--- src/rtl/memory_bus_initiator_pkg.sv ---
// Shared memory-bus types: packet layout, source ids and the physical memory limit.
// Also provides the initiator's address range check as a helper.
package memory_bus_initiator_pkg;

  typedef logic [63:0] phys_memory_address_t;
  typedef logic [63:0] bus_packet_payload_t;
  typedef logic [3:0]  source_id_t;

  typedef enum logic {
    bus_read_data  = 1'b0,
    bus_write_data = 1'b1
  } bus_packet_type_t;

  typedef struct packed {
    bus_packet_type_t     packet_type;
    phys_memory_address_t address;
    bus_packet_payload_t  payload;
    source_id_t           source;
  } BusPacket;

  localparam phys_memory_address_t END_MEMORY_ADDRESS = 64'h0000_0000_1000_0000;

  // A full 8-byte access must end at or below END_MEMORY_ADDRESS.
  function automatic logic addr_in_range(input phys_memory_address_t addr);
    return addr <= (END_MEMORY_ADDRESS - 64'd8);
  endfunction

endpackage

--- src/rtl/memory_bus_initiator_timeout.sv ---
// Read-response watchdog: counts waiting cycles and flags the last permitted one.
module bus_timeout_counter #(
  parameter int TIMEOUT_CYCLES = 1024
) (
  input  logic clk,
  input  logic reset,
  input  logic clear,
  input  logic enable,
  output logic expired
);

  localparam int CW = (TIMEOUT_CYCLES > 2) ? $clog2(TIMEOUT_CYCLES) : 1;
  localparam logic [CW-1:0] LAST_COUNT = CW'(TIMEOUT_CYCLES - 1);

  logic [CW-1:0] count_r;

  // Wait-cycle counter; clear has priority over counting
  always_ff @(posedge clk) begin
    if (reset) begin
      count_r <= '0;
    end else if (clear) begin
      count_r <= '0;
    end else if (enable) begin
      count_r <= count_r + CW'(1);
    end else begin
      count_r <= count_r;
    end
  end

  assign expired = (count_r == LAST_COUNT);

endmodule

--- src/rtl/memory_bus_initiator.sv ---
// CPU-side memory bus master: one outstanding load/store, range check,
// response filtering by destination and a sticky read-timeout fault.
module memory_bus_initiator
  import memory_bus_initiator_pkg::*;
#(
  parameter source_id_t SOURCE_ID      = 4'd0,
  parameter int         TIMEOUT_CYCLES = 1024
) (
  input  logic                 clk,
  input  logic                 reset,
  input  logic                 cpu_req_valid,
  output logic                 cpu_req_ready,
  input  logic                 cpu_req_write,
  input  phys_memory_address_t cpu_req_addr,
  input  bus_packet_payload_t  cpu_req_wdata,
  output logic                 cpu_rsp_valid,
  output bus_packet_payload_t  cpu_rsp_rdata,
  output logic                 cpu_rsp_error,
  output logic                 bus_req_valid,
  output BusPacket             bus_req_pkt,
  input  logic                 bus_req_accept,
  input  logic                 bus_rsp_valid,
  input  bus_packet_payload_t  bus_rsp_payload,
  input  source_id_t           bus_rsp_dest
);

  typedef enum logic [2:0] {
    IDLE     = 3'd0,
    ISSUE    = 3'd1,
    WAIT_RSP = 3'd2,
    RESPOND  = 3'd3,
    FAULT    = 3'd4
  } state_t;

  state_t              state_r;
  state_t              state_next_s;
  BusPacket            pkt_r;
  logic                write_r;
  bus_packet_payload_t rdata_r;
  logic                error_r;
  logic                fault_r;

  logic latch_s;
  logic range_err_s;
  logic clear_s;
  logic capture_s;
  logic timeout_s;
  logic expired_s;
  logic rsp_match_s;
  logic rsp_valid_s;

  assign rsp_match_s = bus_rsp_valid && (bus_rsp_dest == SOURCE_ID);

  bus_timeout_counter #(
    .TIMEOUT_CYCLES(TIMEOUT_CYCLES)
  ) u_timeout (
    .clk    (clk),
    .reset  (reset),
    .clear  (clear_s),
    .enable (state_r == WAIT_RSP),
    .expired(expired_s)
  );

  // State register
  always_ff @(posedge clk) begin
    if (reset) begin
      state_r <= IDLE;
    end else begin
      state_r <= state_next_s;
    end
  end

  // Next-state decode and datapath strobes
  always_comb begin
    state_next_s = state_r;
    latch_s      = 1'b0;
    range_err_s  = 1'b0;
    clear_s      = 1'b0;
    capture_s    = 1'b0;
    timeout_s    = 1'b0;
    case (state_r)
      IDLE: begin
        if (cpu_req_valid) begin
          latch_s = 1'b1;
          if (addr_in_range(cpu_req_addr)) begin
            state_next_s = ISSUE;
          end else begin
            range_err_s  = 1'b1;
            state_next_s = RESPOND;
          end
        end else begin
          state_next_s = IDLE;
        end
      end
      ISSUE: begin
        if (bus_req_accept) begin
          if (write_r) begin
            state_next_s = RESPOND;
          end else begin
            clear_s      = 1'b1;
            state_next_s = WAIT_RSP;
          end
        end else begin
          state_next_s = ISSUE;
        end
      end
      WAIT_RSP: begin
        // A response landing in the expiry cycle still completes normally
        if (rsp_match_s) begin
          capture_s    = 1'b1;
          state_next_s = RESPOND;
        end else if (expired_s) begin
          timeout_s    = 1'b1;
          state_next_s = RESPOND;
        end else begin
          state_next_s = WAIT_RSP;
        end
      end
      RESPOND: begin
        if (fault_r) begin
          state_next_s = FAULT;
        end else begin
          state_next_s = IDLE;
        end
      end
      FAULT:   state_next_s = FAULT;
      default: state_next_s = IDLE;
    endcase
  end

  // Latched request packet, completion data/error and sticky fault flag
  always_ff @(posedge clk) begin
    if (reset) begin
      pkt_r   <= '0;
      write_r <= 1'b0;
      rdata_r <= 64'd0;
      error_r <= 1'b0;
      fault_r <= 1'b0;
    end else begin
      if (latch_s) begin
        pkt_r.packet_type <= cpu_req_write ? bus_write_data : bus_read_data;
        pkt_r.address     <= cpu_req_addr;
        pkt_r.payload     <= cpu_req_write ? cpu_req_wdata : 64'd0;
        pkt_r.source      <= SOURCE_ID;
        write_r           <= cpu_req_write;
        rdata_r           <= 64'd0;
        error_r           <= range_err_s;
      end
      if (capture_s) begin
        rdata_r <= bus_rsp_payload;
      end
      if (timeout_s) begin
        error_r <= 1'b1;
        fault_r <= 1'b1;
      end
    end
  end

  // Outputs are state decodes, forced low while reset is asserted
  assign rsp_valid_s   = (state_r == RESPOND) && !reset;
  assign cpu_req_ready = (state_r == IDLE) && !reset;
  assign bus_req_valid = (state_r == ISSUE) && !reset;
  assign bus_req_pkt   = reset ? '0 : pkt_r;
  assign cpu_rsp_valid = rsp_valid_s;
  assign cpu_rsp_rdata = rsp_valid_s ? rdata_r : 64'd0;
  assign cpu_rsp_error = rsp_valid_s && error_r;

endmodule

--- config.mk ---
export PLATFORM = sky130hd
export DESIGN_NAME = memory_bus_initiator
export DESIGN_NICKNAME = d
export VERILOG_FILES = /design/src/rtl/memory_bus_initiator_pkg.sv /design/src/rtl/memory_bus_initiator_timeout.sv /design/src/rtl/memory_bus_initiator.sv
export SDC_FILE = /design/constraint.sdc
export NUM_CORES = 1
export LEC_CHECK = 0
export CAP_MARGIN = 25
export CORE_AREA = 2 2 155 157
export DETAILED_ROUTE_END_ITERATION = 16
export DIE_AREA = 0 0 157 159
export PLACE_DENSITY = 0.74
export SKIP_CTS_REPAIR_TIMING = 1
export SLEW_MARGIN = 20
export SYNTH_ARGS = -nofsm -noshare
export SYNTH_HDL_FRONTEND = slang
export SYNTH_SLANG_ARGS = --single-unit
--- constraint.sdc ---
create_clock -name clk -period 3.1 [get_ports clk]
set_input_delay 0.93 -clock clk [delete_from_list [all_inputs] [get_ports clk]]
set_output_delay 0.93 -clock clk [all_outputs]
set_load 0.05 [all_outputs]
==> run summary, run 1 <==
Overall power - 6.57 mW
R2R depth - 6
HP Class - reg -> reg
Post-DP Area - 14100 um2
Routed Wire Length - 30.4 mm
Pins over their slew limit - 0
Async set-reset flop share out of synthesis - 0%
Outcome - finished, final reports clean
Syn Inst Count - 1042
Drt first-iter violations - 425
Max incr delay on CP - 0.39 ns
VDD IR-drop max - 368 uV
Height of the chip - 159 um
Vias in the first global route - 8590
TritonCTS buffer count - 23
Simple-Gate Fraction of Synth Area - 30.8%
CTS Root Buffer Type - clkbuf_16
RSZ-0062 raised after global routing - false
Util after Layout - 64.2%
Peak Freq - 0.345 GHz
Dpl ws - 0.244 ns
Tot GR Track Use - 23.5%
Pwr/cell area - 441 nW/um2
CP max FO - 36
Endpoint class of the critical path - output pin
I/O Buffers - 398
Crit path cell chain - nor2b_1, and3_2, buf_12, and2_1, buf_12
Worst skew pair latency - 0.51 ns
Crit path DAT - 1.97 ns
Total number of vias - 8596
DR pass1 iterations - 4
H-tree depth - 1
Placed cells - 1697
Worst hold start - pkt_r[80]$_SDFFE_PP0P_
Synthesized-area fraction occupied by adder cells - 0.144%
CTS tree - yes
GRT Residual Overflow - 0
Slew HR - 52.5%
Boundary Pins - 403
Most used cell, CP - buf_12
Finished Layout Cells - 1746
Final period util - 93.6%
CTS clock-pin slew for the worst setup and hold paths - 0.06 ns
Post-route setup slack - 0.200 ns
Main combinational cell family by area after synthesis - simple AND/OR/NAND/NOR gates
Main synth FF type - dfxtp_1
Clock sinks - 208
Synthesis-to-layout area growth - 71.1%
First-pass GRT wire length - 46.9 mm
Multiplexer share of the synthesized area - 0.129%
EDFF count, synth - 0
Die X - 157 um
Core area - 23200 um2
Sequential area share after synthesis - 47.8%
Synth Area in XOR/XNOR - 0.704%
CP Launch Type - flop
Critical Path RT - 2.17 ns
Wirelength per Cell - 17.4 um
Worst Hold Depth - 2
Post-synth cell types - 42
Slew @ Worst Pin - 0.708 ns
Compound-gate portion of the synthesized area - 15.1%
Cell area after synthesis - 8710 um2
FP Rows - 56
Share of layout cells above drive strength 1 - 19.3%
Antenna Nets Post-Route - 0
Hold Fails Final Rpt - 0
Kind of critical path - reg -> out
Antenna violations before repair - 9
Setup Viol. Count Final - 0
Vias per std cell - 4.92
Slowest-stage cell, CP - dfxtp_2
Post-route minimum period - 2.90 ns
DP Wirelength - 22.5 mm
NumNets Final - 1606
MaxCap Viol Count - 0
RePlAce Congestion - 0.832
Leak - 5.69 nW
#FFs+latches synth - 208
Avg Inst Size Synth - 8.35 um2
CTS Buffer Depth - 3
Critical R2R Launch - state_r[0]$_SDFF_PP0_
# DRC - 0
Pin count of the biggest net entering global routing - 87
Setup crit start - state_r[2]$_SDFF_PP0_
Count of warnings emitted by yosys - 0
Starting Density - 37.5%
Final instance area - 14900 um2
Worst Skew - 0.0220 ns
Die ar. - 25000 um2
kinds of logic after synthesis:
logic type / after synthesis
other: 1
XOR/XNOR: 7
flip-flops: 208
buffers and inverters: 93
adder cells (fa/ha/maj): 1
multiplexers: 1
AND/OR/NAND/NOR: 522
AO/OA/AOI/OAI: 209
per-stage QoR:
step / setup TNS (ns) / hold WS [ns]
CTS: 0 / 0.450
floorplan: -0.104 / 0.426
global placement: 0 / 0.437
finish: 0 / 0.450
detailed placement: 0 / 0.442
global route: 0 / 0.466
worst max-delay path: cells and delay by family, from the launching register on:
kind,cells,cell delay (ns)
buffers and inverters,2,0.33
flip-flops,1,0.39
AND/OR/NAND/NOR,3,0.74
power breakdown:
group | leakage (nW) | switching, mW | internal (mW)
clock network | 0.367 | 1.07 | 1.58
registers | 1.69 | 0.0414 | 2.78
logic | 3.63 | 0.596 | 0.515
total | 5.69 | 1.70 | 4.87
final timing paths:
path	to	slack (ns)
setup / recovery	cpu_rsp_rdata[38]	0.20
hold / removal	pkt_r[80]$_SDFFE_PP0P_	0.45
setup reg to reg	error_r$_SDFFE_PP0P_	1.33
hold reg to reg	pkt_r[80]$_SDFFE_PP0P_	0.45
layout by cell type (no fill, tap or decap), types with 2 or more instances in the layout:
cell type / count
nor4_1: 10
diode_2: 9
and2_1: 66
clkbuf_1: 5
conb_1: 4
clkdlybuf4s50_1: 200
or3_1: 3
dfxtp_1: 207
buf_12: 139
buf_4: 84
nand4_1: 9
xor2_1: 5
o21ai_0: 3
xnor2_1: 2
clkbuf_16: 23
a21oi_1: 135
nor2_1: 15
nand3_1: 67
nor2b_1: 132
a22o_1: 64
inv_1: 2
clkbuf_8: 10
nand2_1: 204
nor3_1: 2
area by class of cell:
| cell class | instances | area [um2] |
|---|---|---|
| Timing Repair Buffer | 424 | 5430 |
| Inverter | 2 | 7.51 |
| Sequential cell | 208 | 4170 |
| Clock buffer | 37 | 718 |
| Clock inverter | 3 | 22.5 |
| Antenna cell | 9 | 22.5 |
| Tap cell | 319 | 399 |
| Multi-Input combinational cell | 744 | 4130 |
| Fill cell | 1840 | 8300 |
registers in the layout, indices dropped and copies added, names as in the netlist:
register,flops
pkt_r,129
rdata_r,64
u_timeout.count_r,10
state_r,3
error_r,1
fault_r,1
routing by layer:
layer	GRT usage (%)	up-vias	part of all wire [%]
met2	41.7	349	50
met5	0	-	0.043
li1	-	4224	-
met3	8.38	63	10
met4	10.8	2	3.9
met1	24.7	3958	36
synthesized netlist by cell type (2+ instances only):
| master | n | share of area, % |
|---|---|---|
| xnor2_1 | 2 | 0.20 |
| buf_2 | 44 | 2.5 |
| a22o_1 | 64 | 6.4 |
| inv_1 | 2 | 0.086 |
| or3_1 | 3 | 0.22 |
| nand3_1 | 68 | 3.9 |
| and3_1 | 2 | 0.14 |
| and2_1 | 66 | 4.7 |
| nor2b_1 | 132 | 9.5 |
| dfxtp_1 | 208 | 48 |
| buf_4 | 10 | 0.86 |
| a21oi_1 | 135 | 7.8 |
| nand2_1 | 204 | 8.8 |
| clkbuf_1 | 34 | 1.5 |
| buf_6 | 2 | 0.26 |
| o21ai_0 | 3 | 0.17 |
| nor3_1 | 2 | 0.11 |
| nor4_1 | 11 | 0.79 |
| nor2_1 | 15 | 0.65 |
| nand4_1 | 9 | 0.65 |
| xor2_1 | 5 | 0.50 |
No activity file was read; power rests on OpenSTA's default activity.
==> run 2: changes to the inputs <==
Settings changed: SKIP_CTS_REPAIR_TIMING 1 to default.
==> results of run 2 <==
No change in the layout: final DEF, timing and power equal those of run 1.
